$ cat src/rtl/opamp_ctrl_pkg.sv
// Shared types and defaults for the opamp offset-trim controller.
//   state_t            : calibration FSM state encoding
//   TRIM_W_DEF         : default trim DAC code width
//   SETTLE_CYCLES_DEF  : default analog settle wait per step, in clk cycles
package opamp_ctrl_pkg;

  localparam int TRIM_W_DEF        = 6;
  localparam int SETTLE_CYCLES_DEF = 16;

  typedef enum logic [2:0] {
    IDLE   = 3'd0,
    SETTLE = 3'd1,
    TEST   = 3'd2,
    SAMPLE = 3'd3,
    DONE   = 3'd4
  } state_t;

endpackage

$ cat src/rtl/sync_2ff.sv
// Two-flop synchronizer for a single asynchronous level signal.
//   clk : destination clock, rising edge
//   rst : asynchronous active-high reset, clears both flops
//   d   : asynchronous input
//   q   : synchronized output (two clk cycles of latency)
module sync_2ff (
  input  logic clk,
  input  logic rst,
  input  logic d,
  output logic q
);

  logic r_meta;
  logic r_sync;

  always_ff @(posedge clk or posedge rst) begin
    if (rst) begin
      r_meta <= 1'b0;
      r_sync <= 1'b0;
    end else begin
      r_meta <= d;
      r_sync <= r_meta;
    end
  end

  assign q = r_sync;

endmodule

$ cat src/rtl/opamp_trim_ctrl.sv
// Successive-approximation offset-trim controller for an opamp.
// While calibrating, the opamp is put in open-loop comparator mode (inputs
// shorted) and its output cmp_in tells whether the current trial code is at
// or below the zero-offset point. One bit is resolved per step, MSB first.
//
// Ports:
//   clk        : sole clock, rising edge
//   rst        : asynchronous active-high reset
//   start      : calibration request, level-sampled in IDLE
//   cmp_in     : opamp output used as comparator, asynchronous to clk
//   ovr_load   : (OPAMP_TRIM_OVERRIDE_EN only) load ovr_code in IDLE
//   ovr_code   : (OPAMP_TRIM_OVERRIDE_EN only) code loaded by ovr_load
//   trim_code  : offset-trim DAC code driven to the opamp
//   cal_mode   : high = opamp in comparator configuration
//   busy       : calibration in progress
//   done       : one-cycle pulse at calibration end
//   err        : sticky, result saturated at all-zeros or all-ones
//
// Build option: define OPAMP_TRIM_OVERRIDE_EN to add the manual override
// load path (ovr_load / ovr_code).
module opamp_trim_ctrl
  import opamp_ctrl_pkg::*;
#(
  parameter int TRIM_W        = TRIM_W_DEF,
  parameter int SETTLE_CYCLES = SETTLE_CYCLES_DEF
) (
  input  logic              clk,
  input  logic              rst,
  input  logic              start,
  input  logic              cmp_in,
`ifdef OPAMP_TRIM_OVERRIDE_EN
  input  logic              ovr_load,
  input  logic [TRIM_W-1:0] ovr_code,
`endif
  output logic [TRIM_W-1:0] trim_code,
  output logic              cal_mode,
  output logic              busy,
  output logic              done,
  output logic              err
);

  localparam int CNT_W = $clog2(SETTLE_CYCLES + 1);
  localparam int BIT_W = (TRIM_W > 1) ? $clog2(TRIM_W) : 1;

  localparam logic [CNT_W-1:0]  CNT_LOAD = CNT_W'(SETTLE_CYCLES - 1);
  localparam logic [BIT_W-1:0]  BIT_MSB  = BIT_W'(TRIM_W - 1);
  localparam logic [TRIM_W-1:0] MIDSCALE = TRIM_W'(1) << (TRIM_W - 1);

  state_t              r_state;
  state_t              w_next;
  logic [CNT_W-1:0]    r_cnt;
  logic [BIT_W-1:0]    r_bit;
  logic [TRIM_W-1:0]   r_trim;
  logic                r_err;

  logic                w_cmp_s;
  logic                w_busy;
  logic                w_done;
  logic                w_cnt_zero;
  logic [TRIM_W-1:0]   w_onehot;
  logic [TRIM_W-1:0]   w_resolved;
  logic                w_sat;

  sync_2ff u_sync_cmp (
    .clk (clk),
    .rst (rst),
    .d   (cmp_in),
    .q   (w_cmp_s)
  );

  assign w_cnt_zero = (r_cnt == '0);
  assign w_onehot   = TRIM_W'(1) << r_bit;
  // Trial bit is kept when the comparator says the trial code is not too high.
  assign w_resolved = w_cmp_s ? r_trim : (r_trim & ~w_onehot);
  assign w_sat      = (w_resolved == '0) || (w_resolved == '1);

  always_ff @(posedge clk or posedge rst) begin
    if (rst) begin
      r_state <= IDLE;
    end else begin
      r_state <= w_next;
    end
  end

  always_comb begin
    w_next = r_state;
    w_busy = 1'b0;
    w_done = 1'b0;
    case (r_state)
      IDLE: begin
        if (start) w_next = SETTLE;
      end
      SETTLE: begin
        w_busy = 1'b1;
        if (w_cnt_zero) w_next = TEST;
      end
      TEST: begin
        w_busy = 1'b1;
        if (w_cnt_zero) w_next = SAMPLE;
      end
      SAMPLE: begin
        w_busy = 1'b1;
        w_next = (r_bit == '0) ? DONE : TEST;
      end
      DONE: begin
        w_done = 1'b1;
        w_next = IDLE;
      end
      default: begin
        w_next = IDLE;
      end
    endcase
  end

  // Settle counter: reloaded on each state change, then counts down and
  // holds at zero, so SETTLE and TEST each last exactly SETTLE_CYCLES cycles.
  always_ff @(posedge clk or posedge rst) begin
    if (rst) begin
      r_cnt <= '0;
    end else if (w_next != r_state) begin
      r_cnt <= CNT_LOAD;
    end else if (!w_cnt_zero) begin
      r_cnt <= r_cnt - 1'b1;
    end
  end

  // SAR register. r_trim is the code on the DAC at all times, so during
  // TEST/SAMPLE it already holds the trial bit and stays stable while the
  // comparator result travels through the synchronizer.
  always_ff @(posedge clk or posedge rst) begin
    if (rst) begin
      r_trim <= MIDSCALE;
      r_bit  <= '0;
      r_err  <= 1'b0;
    end else begin
      case (r_state)
        IDLE: begin
          if (start) begin
            r_trim <= '0;
            r_err  <= 1'b0;
            r_bit  <= BIT_MSB;
          end
`ifdef OPAMP_TRIM_OVERRIDE_EN
          else if (ovr_load) begin
            r_trim <= ovr_code;
            r_err  <= 1'b0;
          end
`endif
        end
        SETTLE: begin
          if (w_cnt_zero) r_trim <= r_trim | w_onehot;
        end
        SAMPLE: begin
          if (r_bit == '0) begin
            r_trim <= w_resolved;
            // Flag lands together with the done pulse.
            r_err  <= w_sat;
          end else begin
            r_trim <= w_resolved | (w_onehot >> 1);
            r_bit  <= r_bit - 1'b1;
          end
        end
        default: begin
        end
      endcase
    end
  end

  assign trim_code = r_trim;
  assign busy      = w_busy;
  assign cal_mode  = w_busy;
  assign done      = w_done;
  assign err       = r_err;

endmodule

$ cat config.mk
export PLATFORM = sky130hd
export DESIGN_NAME = opamp_trim_ctrl
export DESIGN_NICKNAME = d
export VERILOG_FILES = /design/src/rtl/opamp_ctrl_pkg.sv /design/src/rtl/sync_2ff.sv /design/src/rtl/opamp_trim_ctrl.sv
export SDC_FILE = /design/constraint.sdc
export NUM_CORES = 1
export LEC_CHECK = 0
export BUFFER_PORTS_ARGS = -buffer_cell sky130_fd_sc_hd__buf_4
export CORE_MARGIN = 2
export CORE_UTILIZATION = 55
export DETAILED_ROUTE_END_ITERATION = 8
export PLACE_DENSITY = 0.76
export SETUP_SLACK_MARGIN = 0.1
export SLEW_MARGIN = 10
export SYNTH_ARGS = -nofsm -noshare
export SYNTH_HDL_FRONTEND = slang
export SYNTH_HIERARCHICAL = 1
export SYNTH_SLANG_ARGS = --single-unit
$ cat constraint.sdc
create_clock -name clk -period 2.51 [get_ports clk]
set_input_delay 0.251 -clock clk [delete_from_list [all_inputs] [get_ports clk]]
set_output_delay 0.251 -clock clk [all_outputs]
set_load 0.005 [all_outputs]
---- Yosys cells after proc, flatten, opt, wreduce, memory -nomap -nowiden ----
Cells that the tools add are included.
operators by class
  reductions and logical operators ........ 11
  mux-type cells .......................... 20
  eq/ne operators ......................... 11
  add/subtract/negate cells ............... 2
  shift operators ......................... 1
  bitwise gates (word level) .............. 4
operator list
  kind                                                                count
  6-bit 2-to-1 mux                                                    4
  3-bit 2-to-1 mux                                                    6
  6-bit case mux with 3 select lines                                  1
  3-bit case mux with 4 select lines                                  1
  5-bit 2-to-1 mux                                                    2
  3-bit AND reduction                                                 3
  2-bit != test, second input constant                                4
  6-bit bitwise AND                                                   1
  3-bit by 2-bit == test with 1-bit output, second input constant     2
  6-bit == test, second input constant                                1
  3-bit zero test                                                     2
  6-bit zero test                                                     1
  6-bit inverter                                                      1
  6-bit by 5-bit OR with 6-bit output                                 1
  6-bit OR                                                            1
  3-bit case mux with 2 select lines                                  1
  1-bit by 3-bit << shifter with 6-bit output, first input constant   1
  5-bit zero test                                                     1
  5-bit by 1-bit subtractor with 5-bit output, second input constant  1
  1-bit 2-to-1 mux                                                    4
  3-bit by 1-bit == test with 1-bit output, second input constant     1
  3-bit == test, second input constant                                1
  3-bit != test                                                       1
  3-bit nonzero test                                                  1
  other kinds (6)                                                     6
word-level totals
  register bits ........................... 20

---- Depth between registers and ports, before layout ----
  depth in word-level cells ............... 8
  mapped depth ............................ 6
  mapped depth without buffers ............ 6

---- Hierarchy ----
The synthesis kept the hierarchy.
modules (own cells, without submodules)
  module           instances  area each (um^2)  cells an instance
  opamp_trim_ctrl  1          1,221.2           131
  sync_2ff         1          53.8              3

---- Least setup slack after synthesis ----
OpenSTA, ideal clock, no wires.
  kind .................................... flip-flop to flip-flop
  start point ............................. register r_cnt[0]
  end point ............................... register r_trim[1], in the netlist trim_code[1]
  data arrival time ....................... 1.631 ns
  setup time .............................. 0.111 ns
  setup slack ............................. 0.768 ns
  stages on the path, launching flop included .. 7
  required time ........................... 2.399 ns
  path buffers ............................ 0
  cells stage by stage .................... dfrtp_1 -> inv_1 -> ha_1 -> nor4b_4 -> a311o_4 -> a21oi_2 -> a2111oi_2
between the ends
  cells in the longest elaborated chain, start to end .. 3
RTL lines
  element                               RTL line                RTL
  from (decl)                           opamp_trim_ctrl.sv:51   logic [CNT_W-1:0] r_cnt;
  from (signal assigned)                opamp_trim_ctrl.sv:123  r_cnt <= r_cnt - 1'b1;
  5-bit zero test                       opamp_trim_ctrl.sv:71   assign w_cnt_zero = (r_cnt == '0);
  2-bit != test (no source line)        --
  3-bit AND reduction (no source line)  --
  to (signal assigned)                  opamp_trim_ctrl.sv:151  if (w_cnt_zero) r_trim <= r_trim | w_onehot;
  to (signal assigned)                  opamp_trim_ctrl.sv:155  r_trim <= w_resolved;
  to (signal assigned)                  opamp_trim_ctrl.sv:159  r_trim <= w_resolved | (w_onehot >> 1);
  to (decl)                             opamp_trim_ctrl.sv:53   logic [TRIM_W-1:0] r_trim;
Every way passes these cells.
A chain may end at the register's enable or synchronous reset.

---- Worst setup path in the final report ----
Same ends and word-level chain as after synthesis.

==> flow_summary.toml <==
[floorplan]
dieArea_sq_um = 2720
die_y_microns = 52.1
fp.coreArea_sq_um = 2210
die_w_microns = 52.1
start_util = 0.576
pin_count = 14
num_rows = 17

[critical_path]
rrSetupSlack_ns = 0.52
timing.rr.end = "trim_code[1]"
cp_max_fo = 8
crit_required_ns = 2.73
rr_startpoint = "r_cnt[0]"
cp-end-kind = "register"
arrival_ns = 2.21
worst_setup_path_start_kind = "register"
r2r_cells = 6
critPathKind = "reg -> reg"

[routing]
drtIter0Drc = 41
antenna_left = 0
drc = 0
wl_per_cell_microns = 15.5
num_vias = 1051
via_per_inst = 6.01
routed_wl_microns = 2720
dr.pass1.iters = 5

[logic_synthesis]
netlist_area_sq_um = 1270
syn_nets = 145
yosysWarningCount = 6
synth_ff_type = "dfrtp_1"
avgSynthCellArea_sq_um = 9.51
synth_top_area_frac = 0.373
post-synth-top-area-cell = "dfrtp_1"
synth_seq_area_share = 0.394
synth_cells = 134
synth.area.top_cells = "dfrtp_1 (37%), ha_1 (6.9%), nor2_1 (4.1%)"
synthArstFlopShare = 1.00
synthDistinctLibCells = 43
synth_seq_cells = 20
synth_edf_count = 0

[timing]
worst_pin_slew_ns = 0.710
rsz0062_at_grt = "false"
slew_headroom = 0.526
finalSetupViolations = 0
fmax_ghz = 0.503
finalHoldViolations = 0
finalSetupTns_ns = 0
skew_ns = 0.00674
finalCritPeriodShare = 0.792
finalCriticalPeriod_ns = 1.99
drv_slew = 0

[grt]
grt_antenna_before_repair = 0
grt_pass1_vias = 1021
grt_first_pass_wirelength_microns = 4610
grt_max_degree = 19
grt_util_all_layers = 0.236
grt_overflow = 0

[placed_design]
dp.cells = 170
globalplace.congestion = 0.891
post-dp-hpwl_microns = 1920
port_buffers = 13

[clock_tree]
cts_root_buffer = "clkbuf_4"
postCtsSetupBuffers = 0
clk_latency_ns = 0.32
cts_buffers = 3
cts_max_level = 1
cts_hold_buffers = 1
path_clk_slew_ns = 0.12
clock_sinks = 20
cts_buffer_depth = 2
cts_tree = "done"
cts_resized = 0

[pwr]
ir_drop_mv = 0.544
powerDensity_nw_per_um2 = 1050
p_leak_nw = 0.623

[worst_hold_path]
whs_path_depth = 1
hold_path_end = "u_sync_cmp/r_meta"
hold_class = "in -> reg"
min_from = "cmp_in"

[status]
status = "complete, no violations"

[final_layout]
nets = 159
final_common_cell = "dfrtp_1"
area_delta_synth_final_pct = 12.1
fin_cells = 175
ff_latch_area_sq_um = 502
final.fill_count = 187
final_cell_mix = "dfrtp_1 (19), nor2_1 (14), buf_4 (14)"
drive_above_1_share = 0.190
multi_input_area_sq_um = 699
antenna_cells = 0

[run]
cap_violations = 0
## critical path, stage by stage, from the launching register on
cell and delay [ns]:
dfrtp_1 0.39, inv_1 0.12, ha_1 0.20, nor4b_4 0.44
a311o_4 0.32, a21oi_2 0.07, a2111oi_2 0.35
## cell families (layout without fill, tap and decap cells)
logic type,after synthesis,count (layout),share of synthesized area
compound gates,37,37,0.219
xor+xnor,2,2,0.0137
fa+ha+maj,7,7,0.0687
buf+inv,17,30,0.0579
flops,20,20,0.394
mux,3,3,0.0245
simple gates,48,48,0.223
## sequential cells by signal (all words and copies together), names as in the netlist
signal,count
r_cnt,5
u_sync_cmp/q,1
r_state,3
err,1
u_sync_cmp/r_meta,1
trim_code,6
r_bit,3
## how the worst max path moves through the flow
stage                        start  cells past startpoint            to
final                     r_cnt[0]                      6  trim_code[1]
after global routing      r_cnt[0]                      6  trim_code[1]
after global placement    r_cnt[0]                      6  trim_code[1]
after detailed placement  r_cnt[0]                      6  trim_code[1]
after floorplan           r_cnt[0]                      6  trim_code[1]
after CTS                 r_cnt[0]                      6  trim_code[1]
## per-stage QoR
stage	hold WS, ns	power [mW]	util	cell area (sq um)	setup WS [ns]
floorplan	-0.00782	1.10	-	1270	0.768
global placement	0.117	1.28	0.625	1380	0.688
detailed placement	0.121	1.30	0.625	1380	0.540
CTS	0.0338	1.50	0.646	1430	0.514
global route	0.0211	1.63	0.646	1430	0.362
finish	0.0301	1.51	0.646	1430	0.523
## metal layers
layer | vias to the layer above | track usage | share of wire
li1 | 511 | - | -
met1 | 497 | 0.316 | 0.47
met2 | 36 | 0.367 | 0.46
met3 | 7 | 0.0431 | 0.049
met4 | 0 | 0.115 | 0.023
met5 | - | 0 | 0
## synth_stat cells, types with 3 or more instances
cell / count
nor2_1: 14
ha_1: 7
a211oi_1: 3
inv_1: 11
dfrtp_1: 19
nand2_1: 10
o21ai_0: 7
nor2b_1: 4
nor3_1: 7
a21oi_1: 8
## final cells by class
class / count / area share
well taps: 28 / 0.0245
repair buffers: 15 / 0.0806
clock buffers: 4 / 0.0254
flip-flops and latches: 20 / 0.351
inverters: 11 / 0.0289
multi-input cells: 97 / 0.489
## power breakdown
part | internal [mW] | switching, mW | leakage (nW)
logic | 0.336 | 0.385 | 0.360
clock network | 0.0889 | 0.111 | 0.0210
registers | 0.428 | 0.157 | 0.242
total | 0.853 | 0.652 | 0.623
Power figures use the tool's default switching activity.
